## config.mk

```make
export PLATFORM = sky130hd
export DESIGN_NAME = masked_state_loader
export DESIGN_NICKNAME = d
export VERILOG_FILES = /design/src/rtl/aes_loader_pkg.sv /design/src/rtl/loader_share_buffer.sv /design/src/rtl/masked_state_loader.sv
export SDC_FILE = /design/constraint.sdc
export NUM_CORES = 1
export LEC_CHECK = 0
export ABC_AREA = 1
export CORE_MARGIN = 10
export CORE_UTILIZATION = 54
export CTS_CLUSTER_SIZE = 40
export DETAILED_ROUTE_END_ITERATION = 12
export PLACE_DENSITY = 0.91
export SYNTH_ARGS = -nofsm -noshare
export SYNTH_HDL_FRONTEND = slang
export SYNTH_HIERARCHICAL = 1
export SYNTH_SLANG_ARGS = --single-unit
```

## constraint.sdc

```tcl
create_clock -name clk -period 5.63 [get_ports clk]
set_input_delay 1.126 -clock clk [delete_from_list [all_inputs] [get_ports clk]]
set_output_delay 1.126 -clock clk [all_outputs]
set_load 0.05 [all_outputs]
```

## src/rtl/aes_loader_pkg.sv

```systemverilog
// Shared sizing constants, lane type and FSM encoding for the masked byte-serial state loader.
package aes_loader_pkg;

  localparam int NUM_BYTES = 16;
  localparam int WORD_W    = 8;
  localparam int STATE_W   = NUM_BYTES * WORD_W;
  localparam int LANE_W    = 4;

  typedef logic [LANE_W-1:0] lane_t;

  localparam logic [1:0] ST_IDLE = 2'b00;
  localparam logic [1:0] ST_FILL = 2'b01;
  localparam logic [1:0] ST_FULL = 2'b10;

  // Byte k occupies [STATE_W-8k : STATE_W-8k-7] in the [STATE_W:1] numbering.
  function automatic int lane_msb(input lane_t lane);
    return STATE_W - WORD_W * int'(lane);
  endfunction

endpackage

```

## src/rtl/loader_share_buffer.sv

```systemverilog
// Per-share state register written one byte lane at a time.
// It sees only its own share byte, so the two share datapaths stay separate.
module loader_share_buffer
  import aes_loader_pkg::*;
(
  input  logic              clk,
  input  logic              rst,
  input  logic              we_i,
  input  lane_t             lane_i,
  input  logic [WORD_W-1:0] data_i,
  output logic [STATE_W:1]  state_o
);

  logic [STATE_W:1] buf_q, buf_d;

  always_comb begin
    buf_d = buf_q;
    if (we_i) begin
      buf_d[lane_msb(lane_i) -: WORD_W] = data_i;
    end
  end

  always_ff @(posedge clk) begin
    if (rst) begin
      buf_q <= '0;
    end else begin
      buf_q <= buf_d;
    end
  end

  assign state_o = buf_q;

endmodule

```

## src/rtl/masked_state_loader.sv

```systemverilog
// Assembles two 128-bit share states from byte pairs and hands them downstream.
// States: IDLE | one cycle after reset; FILL | accepting bytes; FULL | states presented until consumed.
module masked_state_loader
  import aes_loader_pkg::*;
(
  input  logic              clk,
  input  logic              rst,
  input  logic              abort,
  input  logic              in_valid,
  output logic              in_ready,
  input  logic [WORD_W-1:0] in_share0,
  input  logic [WORD_W-1:0] in_share1,
  output logic              out_valid,
  input  logic              out_ready,
  output logic [STATE_W:1]  out_state_s0,
  output logic [STATE_W:1]  out_state_s1,
  output logic [3:0]        byte_cnt
);

  logic [1:0] state_q, state_d;
  lane_t      cnt_q, cnt_d;
  logic       accept;
  logic       load;

  assign in_ready  = (state_q == ST_FILL);
  assign out_valid = (state_q == ST_FULL);
  assign accept    = in_valid && in_ready;
  // abort wins over a simultaneous accept, so that byte never reaches a buffer.
  assign load      = accept && !abort;

  always_comb begin
    state_d = state_q;
    cnt_d   = cnt_q;
    case (state_q)
      ST_IDLE: state_d = ST_FILL;
      ST_FILL: begin
        if (abort) begin
          cnt_d = '0;
        end else if (accept) begin
          cnt_d = cnt_q + 4'd1;
          if (cnt_q == 4'(NUM_BYTES - 1)) begin
            state_d = ST_FULL;
          end
        end
      end
      ST_FULL: begin
        if (out_ready) begin
          state_d = ST_FILL;
        end
      end
      default: state_d = ST_IDLE;
    endcase
  end

  always_ff @(posedge clk) begin
    if (rst) begin
      state_q <= ST_IDLE;
      cnt_q   <= '0;
    end else begin
      state_q <= state_d;
      cnt_q   <= cnt_d;
    end
  end

  loader_share_buffer u_buf_s0 (
    .clk     (clk),
    .rst     (rst),
    .we_i    (load),
    .lane_i  (cnt_q),
    .data_i  (in_share0),
    .state_o (out_state_s0)
  );

  loader_share_buffer u_buf_s1 (
    .clk     (clk),
    .rst     (rst),
    .we_i    (load),
    .lane_i  (cnt_q),
    .data_i  (in_share1),
    .state_o (out_state_s1)
  );

  assign byte_cnt = cnt_q;

endmodule

```

==> impl_metrics.py <==
metrics = {
    "setup_path": {
        "worst_setup_path_start_kind": "register",
        "crit_top_cell": "inv_1",
        "path_delay_family": "buffers and inverters",
        "r2r-start": "byte_cnt[1]$_SDFFE_PP0P_",
        "critPathCaptureType": "register",
        "path_class": "register to register",
        "path_buf_inv": 7,
        "r2r_end": "u_buf_s0/state_o[9]$_SDFFE_PP0P_",
        "cp_slowest_cell": "dfxtp_1",
        "path_cells": "inv_1 > ha_1 > inv_1 > nand2_1 > nand2_1 > inv_1 > ha_1 > buf_4 > inv_1 > buf_4 > nor2_1 > nand2_1 > nor2_4 > o21ai_0 > inv_1 > nor2_1",
        "ff2ff_path_depth": 16,
        "cp_slowest_stage_delay_ps": 660,
        "critPathArrivalTime_ps": 4140,
        "critPathLaunch": "byte_cnt[1]$_SDFFE_PP0P_",
        "worstPathMaxFanout": 49,
        "rrSetupSlack_ps": 1890,
        "required_ps": 6040,
    },
    "synthesis": {
        "synth_top_area_frac": 0.444,
        "syn_nets": 1754,
        "synth_top_area_cell": "dfxtp_1",
        "ys_types": 31,
        "synth.cell_area_um2": 11800,
        "ys_seq_area_frac": 0.444,
        "ys_ff_latch": 262,
        "yosys.cell_count.top_type": "nor2_1",
        "synth-main-ff-cell": "dfxtp_1",
        "ys_warn_count": 6,
        "async_reset_ff_frac": 0,
        "synthTopCellsByCount": "534 x nor2_1, 333 x nand2_1, 262 x dfxtp_1",
        "syn-instance-count": 1719,
        "synth_top_cells_by_area": "dfxtp_1 44%, nor2_1 17%, nand2_1 11%",
        "synth_area_per_cell_um2": 6.88,
        "synth_edf_count": 0,
    },
    "sta": {
        "finalWorstSetupSlack_ps": 1890,
        "setup_violations": 0,
        "clock_skew_ps": 23.7,
        "setup_tns_ps": 0,
        "worst_slew_margin_rel": 0.315,
        "clock.fmax_mhz": 268,
        "finalCritPeriodShare": 0.664,
        "period_needed_ps": 3740,
        "maxSlewViolCount": 0,
        "worst_pin_slew_ps": 1030,
        "hold_viol": 0,
        "rsz0062_at_grt": "no",
    },
    "clocking": {
        "cts_resized": 0,
        "cts_setup_buffers": 0,
        "clock-root-buffer": "clkbuf_16",
        "cts.reportedPaths.clkPinSlew_ps": 60,
        "htree_levels": 1,
        "cts_buffers": 27,
        "cts_buffer_depth": 3,
        "clk_latency_ps": 530,
        "tritoncts": "done",
        "clock-sinks": 262,
        "hold_buffers": 0,
    },
    "min_path": {
        "holdCritStartpoint": "u_buf_s1/state_o[16]$_SDFFE_PP0P_",
        "whs_path_depth": 2,
        "hp-class": "register to register",
        "whs_endpoint": "u_buf_s1/state_o[16]$_SDFFE_PP0P_",
    },
    "floorplan": {
        "die_area_um2": 28200,
        "std_cell_rows": 54,
        "die_w_um": 168,
        "core_area_um2": 21700,
        "die_h_um": 168,
        "ios": 283,
        "initial_core_util": 0.545,
    },
    "final_layout": {
        "nNetsFinal": 2005,
        "drive_gt1_frac": 0.0699,
        "syn_to_final_growth_pct": 31.4,
        "n_fill_cell": 1626,
        "diodes": 0,
        "fin_util": 0.716,
    },
    "power_and_ir_drop": {
        "vdd_drop_max_mv": 0.188,
        "p_per_area_nw_per_um2": 261,
        "p_leak_nw": 6.88,
    },
    "grt": {
        "grt_max_degree": 74,
        "grt_pass1_vias": 11785,
        "antenna_found_initial": 0,
        "globalRouteTotalUtil": 0.253,
        "globalRoute.totalOverflow": 0,
        "grt_pass1_wl_um": 60600,
    },
    "placement": {
        "pre_cts_ws_ps": 1770,
        "gp_congestion": 0.929,
        "portBuffers": 282,
        "dpl.hpwl_um": 27400,
    },
    "run_status": {
        "status": "finished clean",
    },
    "drt": {
        "vias": 12195,
        "ant_nets": 0,
        "route.detailed.drc": 0,
        "first_pass_iters": 6,
        "wl_um": 37900,
        "via_per_inst": 5.37,
        "drt_first_iter_violations": 1427,
        "avgRoutedWirePerCell_um": 16.7,
    },
    "run": {
        "drv_cap": 0,
    },
}
[power breakdown]
part           internal [mW]  switching [mW]  total [mW]  leakage (nW)
clock network          0.985           0.733        1.72         0.417
registers               1.87         0.00855        1.87          2.11
logic                  0.114           0.342       0.457          4.35
[state kept, by name (all words and copies together), names as in the netlist]
name              count
byte_cnt              4
state_q               2
u_buf_s0/state_o    128
u_buf_s1/state_o    128
[worst max path at each step]
stage	to	slack, ps	cells after the start
3_5_place_dp	u_buf_s0/state_o[61]$_SDFFE_PP0P_	1770	5
5_1_grt	u_buf_s0/state_o[11]$_SDFFE_PP0P_	1570	16
3_3_place_gp	u_buf_s0/state_o[60]$_SDFFE_PP0P_	1860	5
2_1_floorplan	u_buf_s1/state_o[11]$_SDFFE_PP0P_	2530	17
4_1_cts	u_buf_s0/state_o[9]$_SDFFE_PP0P_	1970	16
6_report	u_buf_s0/state_o[9]$_SDFFE_PP0P_	1890	16
[kinds of logic after synthesis]
logic type / Yosys count / synth area share
AO/OA/AOI/OAI: 179 / 0.0784
adder cells (fa/ha/maj): 14 / 0.0148
flip-flops: 262 / 0.444
AND/OR/NAND/NOR: 1042 / 0.383
buffers and inverters: 222 / 0.0806
[placed cells by master, fill, tap and decap left out, drive strengths merged]
master,instances
buf,6
clkinv,10
nor2,566
inv,151
clkdlybuf4s50,282
nand2,352
nand4,20
a31oi,1
dfxtp,262
nor3,33
ha,14
o21bai,9
clkbuf,41
nand3,71
a21oi,28
clkinvlp,2
o21ai,141
[per-layer routing]
metal  global-route usage  part of all wire
met5                    0                 0
met4                0.106             0.039
met3               0.0547              0.10
met2                0.415              0.47
met1                0.314              0.39
[tightest hold or removal path, cell delays in order (launching register included)]
cell	delay, ps
dfxtp_1	310
nand2_1	60
a21oi_1	50
[through the flow]
| step | instances | power (mW) | cell area (µm²) | hold slack [ps] |
|---|---|---|---|---|
| after floorplan | 1719 | 2.25 | 11800 | 506 |
| after global placement | 2221 | 2.35 | 14700 | 451 |
| after detailed placement | 2221 | 2.36 | 14700 | 455 |
| after CTS | 2269 | 4.05 | 15500 | 467 |
| after global routing | 2269 | 4.17 | 15500 | 494 |
| final | 2269 | 4.05 | 15500 | 463 |
[layout make-up]
class | instances | area, µm² | area share
inverters | 156 | 592 | 0.0381
repair buffers | 288 | 2870 | 0.185
clock inverters | 7 | 43.8 | 0.00282
multi-input cells | 1235 | 5630 | 0.362
flip-flops and latches | 262 | 5250 | 0.338
clock buffers | 41 | 808 | 0.0520
well taps | 280 | 350 | 0.0226
(Power assumes the default switching activity.)
==> edit 1, RTL diff (config.mk and constraints unchanged) <==
Change the package constant `WORD_W` from 8 to 9.
--- a/src/rtl/aes_loader_pkg.sv
+++ b/src/rtl/aes_loader_pkg.sv
@@ -4,3 +4,3 @@
   localparam int NUM_BYTES = 16;
-  localparam int WORD_W    = 8;
+  localparam int WORD_W    = 9;
   localparam int STATE_W   = NUM_BYTES * WORD_W;
Interface: changed (resized in_share0, in_share1, out_state_s0 and out_state_s1); port bits go from 283 to 317. The function was not compared with the original's and may differ.
==> edit 1 against the original RTL <==
Synthesized area grew 64%. Sequential cell count grew 32. First-iteration DRC count grew 67%. Synthesized cell count grew 88%. Setup slack lost 1.2 ns. Final area grew 53%. Final cell count grew 73%. Sequential share of layout area shrank 9.0 points. Routed wire length grew 89%. Global-route usage grew 5.5 points. Power grew 42%. Highest routed layer unchanged.
==> edit 1: results (changes against the original RTL) <==
Outcome
  • Outcome: finished clean

Final layout
  • Number of clock buffers in the layout: 48 (+17%)
  • Inverters: 444 (+180%)
  • Fin cells: 3933 (+73%)
  • Multi-input gate area: 11150 um^2 (+98%)
  • Multi-input comb cells: 2330 (+89%)
  • Area grow syn2layout: 22.35%
  • # fillers: 3122 (+92%)
  • Clk cell area share: 4.523% (-0.96 points)
  • Layout cells sized above 1: 6.797% (-0.19 points)
  • Buffering overhead: 14.31% (-4.2 points)
  • Final Net Count: 3509 (+75%)
  • Non-clock buffer total of the final layout: 346 (+20%)

Logic synthesis
  • Post-Synth XOR/XNOR Area: 0.09018% (+0.090 points)
  • Share of the synthesized area in the top cell type: 30.30% (-14 points)
  • Compound-Gate Fraction of Synth Area: 11.63% (+3.8 points)
  • Yosys reg bits: 294 (+12%)
  • Adder-cell share of the synthesized area: 2.512% (+1.0 points)
  • Synthesized area per cell: 6.006 um^2 (-13%)

Drt
  • WL met1: 27430 um (+84%)
  • WL met3: 6965 um (+84%)
  • WL final: 71680 um (+89%)
  • WL met2: 32900 um (+86%)

Setup path
  • Critical path's top delay family: compound AO/OA/AOI/OAI gates
  • R2r setup slk: 0.66 ns (-1.23 ns)
  • Worst R2R End: u_buf_s1/state_o[1]
  • Reg2reg start: byte_cnt[0]
  • Worst Path Arrival: 5.43 ns (+1.29 ns)
  • Slowest CP cell: dfxtp_2
  • Crit path max fanout: 16 (-67%)

STA
  • Setup Skew: 0.01686 ns (-0.006819 ns)
  • Worst Max-Slew Pin Slew: 1.052 ns (+0.02578 ns)
  • Hold slack: 0.4529 ns (-0.01029 ns)

Global routing
  • Largest net degree at the start of global routing: 96 (+30%)
  • M2 GR Usage: 50.86% (+9.3 points)
  • GR Layer Usage met1: 36.82% (+5.4 points)
  • Met3 Use GR: 5.776% (+0.30 points)

Worst hold path
  • Startpoint of the worst hold path: u_buf_s1/state_o[136]
  • Worst Hold End: u_buf_s1/state_o[136]

Placed design
  • DP Area: 22680 um^2 (+55%)
  • Worst slack, placed: 0.5453 ns (-1.229 ns)
  • GPL Wtd Cong: 1.054 (+13%)

Power
  • VDD IR-drop max: 0.2556 mV (+36%)
  • Pleak: 0.01049 uW (+53%)

Clock tree
  • Clk Latency, worst-skew pair: 0.60 ns (+0.07 ns)

Floorplan
  • Well Taps: 461 (+65%)
edit 1: changes by cell type after synthesis, moves of 32 or more:
cell,delta
nand2_1,+458
inv_1,+288
nand3_1,+203
nand4_1,+117
a21oi_1,+95
buf_2,+53
nor2_1,+44
clkbuf_1,+37
dfxtp_1,+32
edit 1: worst max-delay path by stage:
stage	startpoint	end	slack (ns)	cells past startpoint
2_1_floorplan	byte_cnt[3]	u_buf_s1/state_o[20]	0.42	27
3_3_place_gp	byte_cnt[0]	u_buf_s1/state_o[141]	0.67	24
3_5_place_dp	byte_cnt[0]	u_buf_s1/state_o[141]	0.55	24
4_1_cts	byte_cnt[0]	u_buf_s1/state_o[141]	0.49	24
5_1_grt	byte_cnt[0]	u_buf_s1/state_o[17]	0.25	24
6_report	byte_cnt[0]	u_buf_s1/state_o[1]	0.66	24
edit 1: power by group:
group	leakage, uW	total, uW	switching [uW]	internal [uW]
clock network	0.000540	2160	902	1260
registers	0.00237	2110	13.1	2100
logic	0.00758	1480	1170	313
==> edit 2, RTL diff (config.mk and constraints unchanged) <==
Without the edit above. Register the output `byte_cnt` once more, with the module's reset; this adds one clock of latency there. The other outputs are not delayed to match.
--- a/src/rtl/masked_state_loader.sv
+++ b/src/rtl/masked_state_loader.sv
@@ -82,3 +82,9 @@
 
-  assign byte_cnt = cnt_q;
+  always_ff @(posedge clk) begin
+    if (rst) begin
+      byte_cnt <= '0;
+    end else begin
+      byte_cnt <= cnt_q;
+    end
+  end
 
Function: changed (a bounded check fails within 4 cycles, from zero or initial values and one cycle with rst high).
==> edit 2 against the original RTL <==
Worst hold slack better by 0.0040 ns. Power up 2.5%. Final area up 0.77%. Sequential cell count up 4. Routed wire length up 1.5%. Setup slack about the same. Final cell count up 0.40%. Sequential share of layout area up 0.26 points. Synthesized area up 0.53%. Combinational power down 7.0%. Global-route usage up 0.16 points. First-iteration DRC count down 1.2%. Clock power up 6%. Critical endpoint is now u_buf_s0/state_o[10]. Largest cell class unchanged. Highest routed layer unchanged.
==> edit 2: results (changes against the original RTL) <==
Outcome
  • Outcome: finished clean

Logic synthesis
  • Mapped Nets: 1762 (+0.46%)
  • Distinct cells, synth: 29 (-6.5%)
  • Synth top cells by count: nor2_1 (542), nand2_1 (334), dfxtp_1 (266), inv_1 (134), o21ai_0 (133)
  • Adder-cell share of the synthesized area: 1.474% (-0.0078 points)
  • Compound-Gate Fraction of Synth Area: 7.558% (-0.28 points)
  • Synthesized instance count: 1727 (+0.47%)
  • Sequential share of the synthesized area: 44.80% (+0.44 points)
  • Synth area leaders: dfxtp_1 (45%), nor2_1 (17%), nand2_1 (11%)

Power
  • Pleak: 0.006960 uW (+1.2%)
  • VDD IR-drop max: 0.2613 mV (+39%)

Placed design
  • GPL Wtd Cong: 0.8767 (-5.7%)
  • Placed insts: 2229 (+0.36%)
  • Worst slack, placed: 1.844 ns (+0.06955 ns)
  • DP Area: 14740 um^2 (+0.43%)
  • Post-DP HPWL: 27730 um (+1.4%)

Final layout
  • Final Net Count: 2013 (+0.40%)
  • Fin cells: 2278 (+0.40%)
  • # fillers: 1622 (-0.25%)
  • Layout cells sized above 1: 6.857% (-0.13 points)

Drt
  • WL final: 38480 um (+1.5%)
  • Vias: 12190 (-0.082%)
  • Initial DRC Count: 1410 (-1.2%)

STA
  • Hold slack: 0.4672 ns (+0.004000 ns)
  • Setup Skew: 0.008787 ns (-0.01489 ns)
  • Worst rel slew slack: 33.86% (+2.3 points)

Global routing
  • Number of global-route vias before repair: 11500 (-2.4%)
  • Largest net degree at the start of global routing: 113 (+53%)
  • Total GRT Usage: 25.44% (+0.16 points)
  • Global-route wire length before repair: 60470 um (-0.15%)

Worst hold path
  • HP Class: register to register

Setup path
  • Worst Path Arrival: 4.15 ns (about the same)
  • R2r setup slk: 1.89 ns (about the same)
  • Reg2reg start: cnt_q[1]
  • CP endpoint: u_buf_s0/state_o[10]
  • Setup crit start: cnt_q[1]
  • Worst path max stage delay: 0.58 ns (-0.08 ns)
[edit 2: changes by cell type in the layout (fill, tap and decap cells not counted), moves of 2 or more]
| cell | before | now |
|---|---|---|
| inv_1 | 128 | 132 |
| dfxtp_1 | 262 | 266 |
| nor2_4 | 21 | 19 |
| o21ai_2 | 2 | 0 |
| inv_2 | 21 | 19 |
| clkbuf_1 | 6 | 4 |
| nor2_1 | 534 | 542 |
| bufinv_16 | 0 | 2 |
[edit 2: routing by layer]
layer | track usage (%) | up-vias | wire, um
met3 | 5.704 | 104 | 3652
met5 | 0 | - | 0
met4 | 10.52 | 0 | 1575
met1 | 30.71 | 5599 | 14970
met2 | 42.77 | 639 | 18280
li1 | - | 5843 | -
[edit 2: where the power goes]
group | internal (uW) | switching [uW]
combinational | 107 | 318
clock | 1080 | 748
sequential | 1900 | 8.07
total | 3080 | 1070
[edit 2: how the worst min path moves through the flow]
stage	from	end	slack, ns
after floorplan	state_q[1]	state_q[0]	0.51
after global placement	u_buf_s1/state_o[106]	u_buf_s1/state_o[106]	0.45
after detailed placement	u_buf_s1/state_o[112]	u_buf_s1/state_o[112]	0.46
after CTS	u_buf_s1/state_o[112]	u_buf_s1/state_o[112]	0.47
after global routing	u_buf_s1/state_o[14]	u_buf_s1/state_o[14]	0.49
final	u_buf_s1/state_o[112]	u_buf_s1/state_o[112]	0.47
[edit 2: cell type report]
class                      count  area [um^2]  share of cell area, %
timing repair buffer         288         2868                  18.32
inverter                     157        595.6                  3.805
tap                          280        350.3                  2.238
clock inverter                10        107.6                 0.6875
multi-input combinational   1238         5604                  35.81
sequential                   266         5325                  34.02
clock buffer                  39        800.8                  5.116
[edit 2: worst min-delay path, stage by stage (launching register included)]
cell and delay, ns:
dfxtp_1 0.31, nand2_1 0.06, a21oi_1 0.05
